--- src/rtl/matrix_loader_4x4.sv ---
// Operand loader for the 4x4 matrix multiplier: gathers 32 bytes (A then B, row-major),
// pulses mm_start, then holds the operands until mm_done rises. Optional macro: LOADER_LEN_CHECK_EN.
module matrix_loader_4x4 #(
    parameter int DW = 8,
    parameter int N  = 4
) (
    input  logic                clk,
    input  logic                rst,
    input  logic                in_valid,
    output logic                in_ready,
    input  logic [DW-1:0]       in_data,
    input  logic                in_last,
    output logic [N*N*DW-1:0]   a_flat,
    output logic [N*N*DW-1:0]   b_flat,
    output logic                mm_start,
    input  logic                mm_done,
    output logic                busy,
    output logic [7:0]          frame_cnt,
    output logic                err_len
);

    localparam logic [4:0] LAST_IDX = 5'(2*N*N - 1);

    typedef enum logic [1:0] {
        FILL   = 2'd0,
        LAUNCH = 2'd1,
        WAIT   = 2'd2
    } state_t;

    state_t     state;
    state_t     next_state;
    logic [4:0] idx;
    logic [3:0] slot;
    logic       done_q;
    logic       accept;
    logic       len_err;

    assign accept = in_valid && in_ready;
    assign slot   = idx[3:0];

`ifdef LOADER_LEN_CHECK_EN
    // A frame whose in_last marker disagrees with the element count is dropped.
    assign len_err = accept && (in_last != (idx == LAST_IDX));

    always_ff @(posedge clk or posedge rst) begin
        if (rst) begin
            err_len <= 1'b0;
        end else if (len_err) begin
            err_len <= 1'b1;
        end
    end
`else
    logic unused_last;
    assign unused_last = in_last;
    assign len_err     = 1'b0;
    assign err_len     = 1'b0;
`endif

    always_comb begin
        next_state = state;
        case (state)
            FILL:    if (accept && (idx == LAST_IDX) && !len_err) next_state = LAUNCH;
            LAUNCH:  next_state = WAIT;
            WAIT:    if (mm_done && !done_q) next_state = FILL;
            default: next_state = FILL;
        endcase
    end

    assign in_ready = (state == FILL) && !rst;
    assign busy     = (state == LAUNCH) || (state == WAIT);

    always_ff @(posedge clk or posedge rst) begin
        if (rst) begin
            state     <= FILL;
            idx       <= '0;
            mm_start  <= 1'b0;
            frame_cnt <= '0;
            done_q    <= 1'b1;
        end else begin
            state    <= next_state;
            mm_start <= (next_state == LAUNCH);
            if (accept) begin
                if (len_err || (idx == LAST_IDX)) begin
                    idx <= '0;
                end else begin
                    idx <= idx + 5'd1;
                end
            end
            if (state == LAUNCH) begin
                frame_cnt <= frame_cnt + 8'd1;
            end
            // done_q starts high on entering WAIT so a level left over from the last run is not an edge.
            if (state == LAUNCH) begin
                done_q <= 1'b1;
            end else if (state == WAIT) begin
                done_q <= mm_done;
            end
        end
    end

    always_ff @(posedge clk or posedge rst) begin
        if (rst) begin
            a_flat <= '0;
            b_flat <= '0;
        end else if (accept) begin
            if (idx[4]) begin
                b_flat[slot*DW +: DW] <= in_data;
            end else begin
                a_flat[slot*DW +: DW] <= in_data;
            end
        end
    end

endmodule

--- config.mk ---
export PLATFORM = sky130hd
export DESIGN_NAME = matrix_loader_4x4
export DESIGN_NICKNAME = d
export VERILOG_FILES = /design/src/rtl/matrix_loader_4x4.sv
export SDC_FILE = /design/constraint.sdc
export NUM_CORES = 1
export LEC_CHECK = 0
export ABC_AREA = 1
export CAP_MARGIN = 20
export CORE_ASPECT_RATIO = 1.25
export CORE_MARGIN = 2
export CORE_UTILIZATION = 50
export DETAILED_ROUTE_END_ITERATION = 12
export HOLD_SLACK_MARGIN = 0.06
export PLACE_DENSITY = 0.87
export SYNTH_ARGS = -nofsm -noshare
export SYNTH_HDL_FRONTEND = slang
export SYNTH_SLANG_ARGS = --single-unit
--- constraint.sdc ---
create_clock -name clk -period 10.45 [get_ports clk]
set_clock_uncertainty 0.1 [all_clocks]
set_input_delay 2.09 -clock clk [delete_from_list [all_inputs] [get_ports clk]]
set_output_delay 2.09 -clock clk [all_outputs]
set_load 0.005 [all_outputs]
==> impl_metrics.tcl, run 1 <==
set metrics [dict create \
    cts_tree "built" \
    clock-sinks 273 \
    final-max-slew-violation-count 0 \
    worst_slack_ns 4.95 \
    clockBufferDepth 3 \
    via_per_inst 5.82 \
    synth_area_um2 11500 \
    ioPinCount 281 \
    grt_pass1_vias 10200 \
    antenna_left 0 \
    critPathKind "input pin to output pin" \
    hold_buffers 0 \
    drc 0 \
    grt_antenna_before_repair 0 \
    fillers 1784 \
    status "finished clean" \
    wl_mm 35.7 \
    max_stage_delay_ns 0.52 \
    min_period_ns 5.50 \
    timing.setup.tns_ns 0 \
    synth_seq_cells 273 \
    die_h_um 174 \
    p_leak_nw 7.10 \
    synthDistinctLibCells 30 \
    ctsResizeCount 0 \
    holdWs_ns 0.372 \
    end_kind "output pin" \
    whs_path_depth 2 \
    fmax_ghz 0.182 \
    syn_nets 1287 \
    grt_pass1_wl_mm 56.0 \
    syn_inst 1265 \
    cts_root_buf "clkbuf_16" \
    placed_cells 1757 \
    yosysWarnings 0 \
    rsz0062_at_grt "false" \
    hold_class "flop to flop" \
    routedWlPerCell_um 19.8 \
    worst_pin_slew_ns 1.03 \
    drive_gt1_share_pct 6.45 \
    reg2regPathDepth 9 \
    cp_data_arrival_time_ns 3.31 \
    stdcell_count 1808 \
    dp_hpwl_mm 24.5 \
    cp_max_fo 2 \
    final_area_um2 15300 \
    synth_area_per_cell_um2 9.10 \
    post-route-period-util_pct 52.6 \
    firstDrtPassIters 5 \
    crit_slowest_cell "clkdlybuf4s50_1" \
    vias 10500 \
    required_ns 8.26 \
    clkTransAtPathRegs_ns 0.07 \
    vdd_drop_max_v 0.000193 \
    cts_buffers 27 \
    yosysSeqAreaShare_pct 59.4 \
    port_buffers 278 \
    slew-limit-headroom_pct 31.3 \
    area_growth_pct 32.8 \
    crit_chain "clkdlybuf4s50_1, nor2_2, clkdlybuf4s50_1" \
    grt-ovfl-total 0 \
    clk_latency_ns 0.53 \
    finalNetCount 1522 \
    htreeDepth 1 \
    cap_viol_max_count 0 \
    placed_area_um2 14300 \
    cp_common_cell "clkdlybuf4s50_1" \
    core_um2 22800 \
    gp_congestion 0.915 \
    start_kind "input pin" \
    rows 62 \
    grt_use_total_pct 28.9 \
    drt_iter0_drc 813 \
    cts_setup_buffers 0 \
    diodes 0 \
    setup_violations 0 \
    design.die.area_um2 24300 \
    die_w_um 140 \
    start_util_pct 50.5 \
    power.density_nw_per_um2 250 \
    preCtsSetupSlack_ns 4.94 \
    grt_start_max_net_pins 141 \
    finalHoldViolations 0 \
]
[placed cells by master, fill, tap and decap left out, types with 2 or more instances in the layout]
cell type and instances:
nand3_1 41, nand2_1 443, clkbuf_16 27, nand2_2 4, nand3_2 4, clkbuf_8 8, dfrtp_1 272, nor2_1 50
clkinv_2 8, clkdlybuf4s50_1 278, bufinv_16 2, inv_1 24, o21ai_1 90, xnor2_1 2, a21oi_1 4, clkbuf_1 3
nor2_2 11, o21ai_2 8, o21ai_0 31, nand4_1 164, ha_1 8, xor2_1 2, nor3_1 6, buf_4 9
buf_8 2, inv_2 8
[power by group]
part / internal [mW] / switching [mW]
Clock: 0.581 / 0.409
Sequential: 1.25 / 0.143
Combinational: 0.504 / 0.934
[critical path: cells and delay by family]
family	cells	cell delay (ns)
AND/OR/NAND/NOR	1	0.18
buffers and inverters	2	1.04
[Yosys cell counts (all sizes together)]
| master | instances | area share [%] |
|---|---|---|
| a21boi | 1 | 0.065 |
| nor4 | 1 | 0.054 |
| o21ai | 129 | 5.9 |
| a21oi | 5 | 0.32 |
| nand2 | 447 | 15 |
| buf | 61 | 2.7 |
| dfrtp | 272 | 59 |
| clkbuf | 22 | 0.72 |
| xnor2 | 2 | 0.15 |
| a211oi | 1 | 0.065 |
| dfstp | 1 | 0.23 |
| nor3 | 6 | 0.26 |
| nand4 | 164 | 8.9 |
| xor2 | 2 | 0.15 |
| conb | 1 | 0.033 |
| ha | 9 | 0.98 |
| inv | 33 | 1.1 |
| nor2 | 63 | 2.5 |
| nand3 | 45 | 2.1 |
[final timing paths]
check	start	endpoint	slack, ns
setup / recovery	rst	in_ready	4.95
hold / removal	b_flat[27]$_DFFE_PP0P_	b_flat[27]$_DFFE_PP0P_	0.37
setup reg to reg	idx[0]$_DFFE_PP0N_	a_flat[29]$_DFFE_PP0P_	6.81
hold reg to reg	b_flat[27]$_DFFE_PP0P_	b_flat[27]$_DFFE_PP0P_	0.37
max in group asynchronous	rst	a_flat[73]$_DFFE_PP0P_	6.59
min in group asynchronous	rst	a_flat[120]$_DFFE_PP0P_	2.12
[kinds of logic after synthesis]
kind of cell	share of synthesized area, %
other	0.0326
buffers and inverters	4.50
AOI/OAI and AO/OA	6.32
DFF	59.4
xor gates and xnor gates	0.304
adders and majority gates	0.978
and+or+nand+nor	28.5
[registers in the layout, indices dropped and copies added (netlist names)]
name and cells:
state 2, b_flat 128, done_q 1, mm_start 1, idx 5, frame_cnt 8, a_flat 128
[stage by stage]
stage / utilization, % / power, mW
2_1_floorplan: - / 2.16
3_3_place_gp: 62.9 / 2.76
3_5_place_dp: 62.9 / 2.80
4_1_cts: 66.9 / 3.79
5_1_grt: 67.0 / 4.01
6_report: 67.0 / 3.82
[final cells by class]
type                            instances  area (um^2)  area share, %
Inverter                               33          131          0.860
Clock buffer                           38          797           5.22
Sequential cell                       273         6830           44.7
Multi-Input combinational cell        876         4160           27.2
Clock inverter                         11          116          0.761
Tap cell                              288          360           2.36
Timing Repair Buffer                  289         2880           18.8
[routing by layer]
metal | global-route usage, % | up-vias | routed length (um) | share of wire (%)
li1 | - | 4764 | - | -
met1 | 37.2 | 5114 | 13600 | 38
met2 | 47.1 | 523 | 17500 | 49
met3 | 5.75 | 116 | 2930 | 8.2
met4 | 13.6 | 0 | 1660 | 4.7
met5 | 0 | - | 0 | 0
No activity file was read; power rests on OpenSTA's default activity.
==> run 2: changes to the inputs <==
--- a/config.mk
+++ b/config.mk
@@ -9,10 +9,10 @@
 export CAP_MARGIN = 20
 export CORE_ASPECT_RATIO = 1.25
 export CORE_MARGIN = 2
-export CORE_UTILIZATION = 50
+export CORE_UTILIZATION = 45
 export DETAILED_ROUTE_END_ITERATION = 12
 export HOLD_SLACK_MARGIN = 0.06
-export PLACE_DENSITY = 0.87
+export PLACE_DENSITY = 0.83
 export SYNTH_ARGS = -nofsm -noshare
 export SYNTH_HDL_FRONTEND = slang
 export SYNTH_SLANG_ARGS = --single-unit
==> constraint.sdc (replaced) <==
create_clock -name clk -period 4.6 [get_ports clk]
set_clock_uncertainty 0.1 [all_clocks]
set_input_delay 0.92 -clock clk [delete_from_list [all_inputs] [get_ports clk]]
set_output_delay 0.92 -clock clk [all_outputs]
set_load 0.005 [all_outputs]
==> run 2 against run 1 <==
Critical path depth increased by 6. Wire length is 0.69% higher. Setup slack got worse by 3.9 ns. Design area increased by 1.3%. Sequential power grew 130%. Via count down 1.5%. Core utilization down 5.6 points. Highest routed layer unchanged.
==> impl_metrics.tcl, run 2 (synthesized netlist as in run 1, its figures left out) <==
set metrics [dict create \
    status "finished clean" \
    via_per_inst 5.55 \
    reg2regPathDepth 9 \
    dp_hpwl_mm 25.2 \
    r2r-end "a_flat[74]$_DFFE_PP0P_" \
    hold_buffers 0 \
    hold_class "flop to flop" \
    start_kind "flop" \
    cts_tree "built" \
    clkTransAtPathRegs_ns 0.06 \
    final_common_cell "nand2_1" \
    post-route-period-util_pct 77.9 \
    cp_max_fo 23 \
    cts_root_buf "clkbuf_16" \
    gp_congestion 0.878 \
    power.density_nw_per_um2 568 \
    grt_pass1_vias 10100 \
    placed_cells 1814 \
    slew-limit-headroom_pct 40.6 \
    worst_slack_ns 1.02 \
    antenna_left 0 \
    port_buffers 278 \
    drt_iter0_drc 811 \
    grt_pass1_wl_mm 56.1 \
    multi_input_area_um2 4160 \
    grt_antenna_before_repair 0 \
    start_util_pct 45.7 \
    cts_setup_buffers 0 \
    whs_path_depth 2 \
    ctsResizeCount 0 \
    area_growth_pct 34.5 \
    fmax_ghz 0.279 \
    required_ns 4.92 \
    wl_mm 36.0 \
    layout_common_cells "nand2_1, clkdlybuf4s50_1, dfrtp_1" \
    grt_start_max_net_pins 104 \
    drc 0 \
    worstReg2RegStart "idx[0]$_DFFE_PP0N_" \
    setup_violations 0 \
    p_leak_nw 7.15 \
    htreeDepth 1 \
    drive_gt1_share_pct 7.05 \
    preCtsSetupSlack_ns 1.07 \
    p_sw_share_pct 38.8 \
    stdcell_count 1866 \
    end_kind "flop" \
    fin_total_pwr_mw 8.80 \
    final-max-slew-violation-count 0 \
    holdWs_ns 0.367 \
    p_sw_mw 3.41 \
    core_um2 25200 \
    firstDrtPassIters 7 \
    cap_viol_max_count 0 \
    rrSetupSlack_ns 1.02 \
    placed_area_um2 14500 \
    min_from "b_flat[35]$_DFFE_PP0P_" \
    whs_endpoint "b_flat[35]$_DFFE_PP0P_" \
    rsz0062_at_grt "false" \
    clk_latency_ns 0.54 \
    die_w_um 147 \
    power_frac_seq_pct 36.0 \
    p_comb_share_pct 37.8 \
    p_int_mw 5.38 \
    grt_use_total_pct 26.4 \
    vias 10400 \
    design.die.area_um2 26900 \
    cp_data_arrival_time_ns 3.90 \
    die_h_um 183 \
    min_period_ns 3.58 \
    p_clk_share_pct 26.3 \
    cts_buffers 28 \
    fillers 2074 \
    critPathKind "flop to flop" \
    ioPinCount 281 \
    register_area_um2 6830 \
    finalHoldViolations 0 \
    clockBufferDepth 3 \
    diodes 0 \
    clock-sinks 273 \
    biggestRegsByFlops "a_flat (128), b_flat (128), frame_cnt (8)" \
    finalNetCount 1532 \
    final_area_um2 15500 \
    rows 65 \
    vdd_drop_max_v 0.000492 \
    routedWlPerCell_um 19.3 \
    grt-ovfl-total 0 \
    worst_pin_slew_ns 0.892 \
]
==> run 2: worst max path at each step <==
stage / startpoint / endpoint / slack [ns] / cells past startpoint
2_1_floorplan: rst / a_flat[0]$_DFFE_PP0P_ / -0.03 / 1
3_3_place_gp: idx[0]$_DFFE_PP0N_ / a_flat[10]$_DFFE_PP0P_ / 1.18 / 9
3_5_place_dp: idx[0]$_DFFE_PP0N_ / a_flat[74]$_DFFE_PP0P_ / 1.07 / 9
4_1_cts: idx[0]$_DFFE_PP0N_ / a_flat[74]$_DFFE_PP0P_ / 1.05 / 9
5_1_grt: idx[0]$_DFFE_PP0N_ / a_flat[8]$_DFFE_PP0P_ / 0.68 / 9
6_report: idx[0]$_DFFE_PP0N_ / a_flat[74]$_DFFE_PP0P_ / 1.02 / 9
==> run 2: power groups by stage <==
stage | clock network [mW] | logic (mW) | registers [mW]
4_1_cts | 2.34 | 3.28 | 3.16
5_1_grt | 2.43 | 3.60 | 3.21
2_1_floorplan | 0 | 1.75 | 3.16
3_3_place_gp | 0 | 3.18 | 3.18
6_report | 2.31 | 3.32 | 3.17
3_5_place_dp | 0 | 3.26 | 3.19
==> run 2: per-stage QoR <==
step	TNS [ns]	util (%)
after floorplan	-7.78	-
after global placement	0	57.6
after detailed placement	0	57.6
after CTS	0	61.3
after global routing	0	61.4
final	0	61.4
==> run 2: cell type report <==
type,instances,share of cell area (%)
Sequential cell,273,44.1
Multi-Input combinational cell,876,26.9
Timing Repair Buffer,298,19.3
Clock buffer,39,5.32
Tap cell,335,2.71
Inverter,33,0.825
Clock inverter,12,0.784
==> run 2: routing by layer <==
metal	vias up	GRT usage [%]	share of wire, %
met5	-	0	0
met2	490	44.6	49
met1	4964	33.0	38
li1	4775	-	-
met4	0	13.5	5.5
met3	125	4.13	7.3
==> run 2: critical path, cell delays in order (launching register included) <==
cell,delay [ns]
dfrtp_1,0.46
inv_2,0.20
ha_1,0.68
nand2_1,0.16
inv_2,0.26
nand3_1,0.22
nor2_2,0.70
nand3_1,0.43
nand2_1,0.15
nand2_1,0.07
==> run 3: changes to the inputs <==
==> constraint.sdc (replaced) <==
create_clock -name clk -period 3 [get_ports clk]
set_clock_uncertainty 0.1 [all_clocks]
set_input_delay 0.6 -clock clk [delete_from_list [all_inputs] [get_ports clk]]
set_output_delay 0.6 -clock clk [all_outputs]
set_load 0.005 [all_outputs]
==> run 3 against run 2 <==
Hold slack got worse by 0.015 ns. Critical path depth decreased by 1. Count of clock-buffer cells in the layout increased by 3. Largest power group unchanged. Final cell count increased by 1.0%. Core utilization increased by 0.79 points. Sequential share of layout area decreased by 0.56 points. Largest cell class unchanged. Highest routed layer unchanged. Global-route usage about the same. Die area unchanged. Critical endpoint is now b_flat[33]$_DFFE_PP0P_. Via count increased by 0.80%. Setup slack got worse by 0.80 ns. Fmax increased by 29%. Non-clock buffer count increased by 20.
==> impl_metrics.tcl, run 3 (synthesized netlist as in run 1, its figures left out) <==
set metrics [dict create \
    status "finished clean" \
    placed_cells 1835 \
    cts_tree "built" \
    routedWlPerCell_um 19.1 \
    p_sw_mw 5.24 \
    cp_max_fo 15 \
    power_frac_seq_pct 35.5 \
    met1_usage_pct 33.1 \
    p_int_mw 8.45 \
    gp_congestion 0.878 \
    top_usage_layer "met2" \
    power.density_nw_per_um2 873 \
    post-route-period-util_pct 92.6 \
    fin_total_pwr_mw 13.7 \
    clkTransAtPathRegs_ns 0.06 \
    design.die.area_um2 26900 \
    antenna_left 0 \
    vdd_drop_max_v 0.000679 \
    p_comb_share_pct 38.7 \
    stdcell_count 1885 \
    cp_data_arrival_time_ns 3.15 \
    p_clk_share_pct 25.8 \
    fmax_ghz 0.360 \
    critPathKind "flop to flop" \
    grt_use_total_pct 26.4 \
    grt-ovfl-total 0 \
    preCtsSetupSlack_ns 0.209 \
    start_kind "flop" \
    rsz0062_at_grt "false" \
    ioPinCount 281 \
    rows 65 \
    die_w_um 147 \
    setup_violations 0 \
    clk_latency_ns 0.53 \
    final-max-slew-violation-count 0 \
    grt_antenna_before_repair 0 \
    worst_pin_slew_ns 0.671 \
    firstDrtPassIters 7 \
    use_met3_pct 4.63 \
    wl_mm 36.0 \
    hold_class "input pin to async pin" \
    cts_setup_buffers 0 \
    clock-sinks 273 \
    crit_chain "inv_2, ha_1, buf_4, inv_1, nand4_1, nor2_1, nand4_1, nand2_1" \
    vias 10400 \
    grt_pass1_vias 9999 \
    crit_slowest_cell "dfrtp_1" \
    die_h_um 183 \
    min_period_ns 2.78 \
    cp_common_cell "nand4_1" \
    start_util_pct 45.7 \
    max_stage_delay_ns 0.49 \
    fin_util_pct 62.2 \
    diodes 0 \
    htreeDepth 1 \
    core_um2 25200 \
    dp_hpwl_mm 25.8 \
    rrSetupSlack_ns 0.22 \
    hold_buffers 0 \
    reg2regPathDepth 8 \
    clockBufferDepth 3 \
    drt_iter0_drc 804 \
    required_ns 3.38 \
    grt_start_max_net_pins 89 \
    ctsResizeCount 0 \
    area_growth_pct 36.2 \
    end_kind "flop" \
    drive_gt1_share_pct 8.00 \
    p_sw_share_pct 38.3 \
    finalHoldViolations 0 \
    worst_slack_ns 0.223 \
    layout_common_cells "nand2_1, clkdlybuf4s50_1, dfrtp_1" \
    via_per_inst 5.54 \
    final_common_cell "nand2_1" \
    cts_root_buf "clkbuf_16" \
    cts_buffers 27 \
    biggestRegsByFlops "a_flat (128), b_flat (128), frame_cnt (8)" \
    holdWs_ns 0.352 \
    grt_pass1_wl_mm 56.2 \
    finalNetCount 1551 \
    cap_viol_max_count 0 \
    slew-limit-headroom_pct 55.2 \
    fillers 2040 \
    port_buffers 278 \
    p_leak_nw 7.28 \
    drc 0 \
    use_met2_pct 44.4 \
]
-- run 3: cell count changes in the layout (fill, tap and decap cells not counted), moves of 2 or more --
cell	change
buf_12	+5
buf_4	+16
clkbuf_1	+3
clkbuf_16	-2
clkbuf_8	+2
clkinv_2	-3
clkinvlp_4	-3
-- run 3: cell type report --
type	count	area, um^2	area share, %
timing repair buffer	318	3200	20.4
inverter	33	128	0.814
tap	335	419	2.67
clock buffer	42	812	5.18
clock inverter	8	123	0.782
sequential	273	6830	43.6
multi-input combinational	876	4170	26.6
-- run 3: worst paths after layout --
kind / start / to
setup / recovery: idx[0]$_DFFE_PP0N_ / b_flat[33]$_DFFE_PP0P_
hold / removal: rst / b_flat[3]$_DFFE_PP0P_
setup reg to reg: idx[0]$_DFFE_PP0N_ / b_flat[33]$_DFFE_PP0P_
hold reg to reg: a_flat[81]$_DFFE_PP0P_ / a_flat[81]$_DFFE_PP0P_
max in group asynchronous: rst / a_flat[124]$_DFFE_PP0P_
min in group clk: a_flat[81]$_DFFE_PP0P_ / a_flat[81]$_DFFE_PP0P_
-- run 3: stage by stage --
stage / TNS, ns / instance area [um^2]
finish: 0 / 15700
global route: 0 / 15700
CTS: 0 / 15700
detailed placement: 0 / 14700
global placement: 0 / 14700
floorplan: -356.29 / 11500
-- run 3: critical path: cells and delay by family, from the launching register on --
kind / cells / cell delay [ns]
buf+inv: 3 / 0.69
fa+ha+maj: 1 / 0.34
simple gates: 4 / 1.10
flops: 1 / 0.49
-- run 3: per-layer routing --
metal  vias to the layer above  share of wire, %
met5                         -                 0
met4                         0               5.3
met3                       115               7.6
met2                       495                49
met1                      5013                38
li1                       4814                 -
-- run 3: power groups by stage --
stage	Combinational (mW)	Sequential (mW)	Clock (mW)
CTS	5.24	4.84	3.58
global route	5.71	4.92	3.73
floorplan	2.69	4.85	0
global placement	5.08	4.88	0
finish	5.30	4.86	3.53
detailed placement	5.20	4.90	0
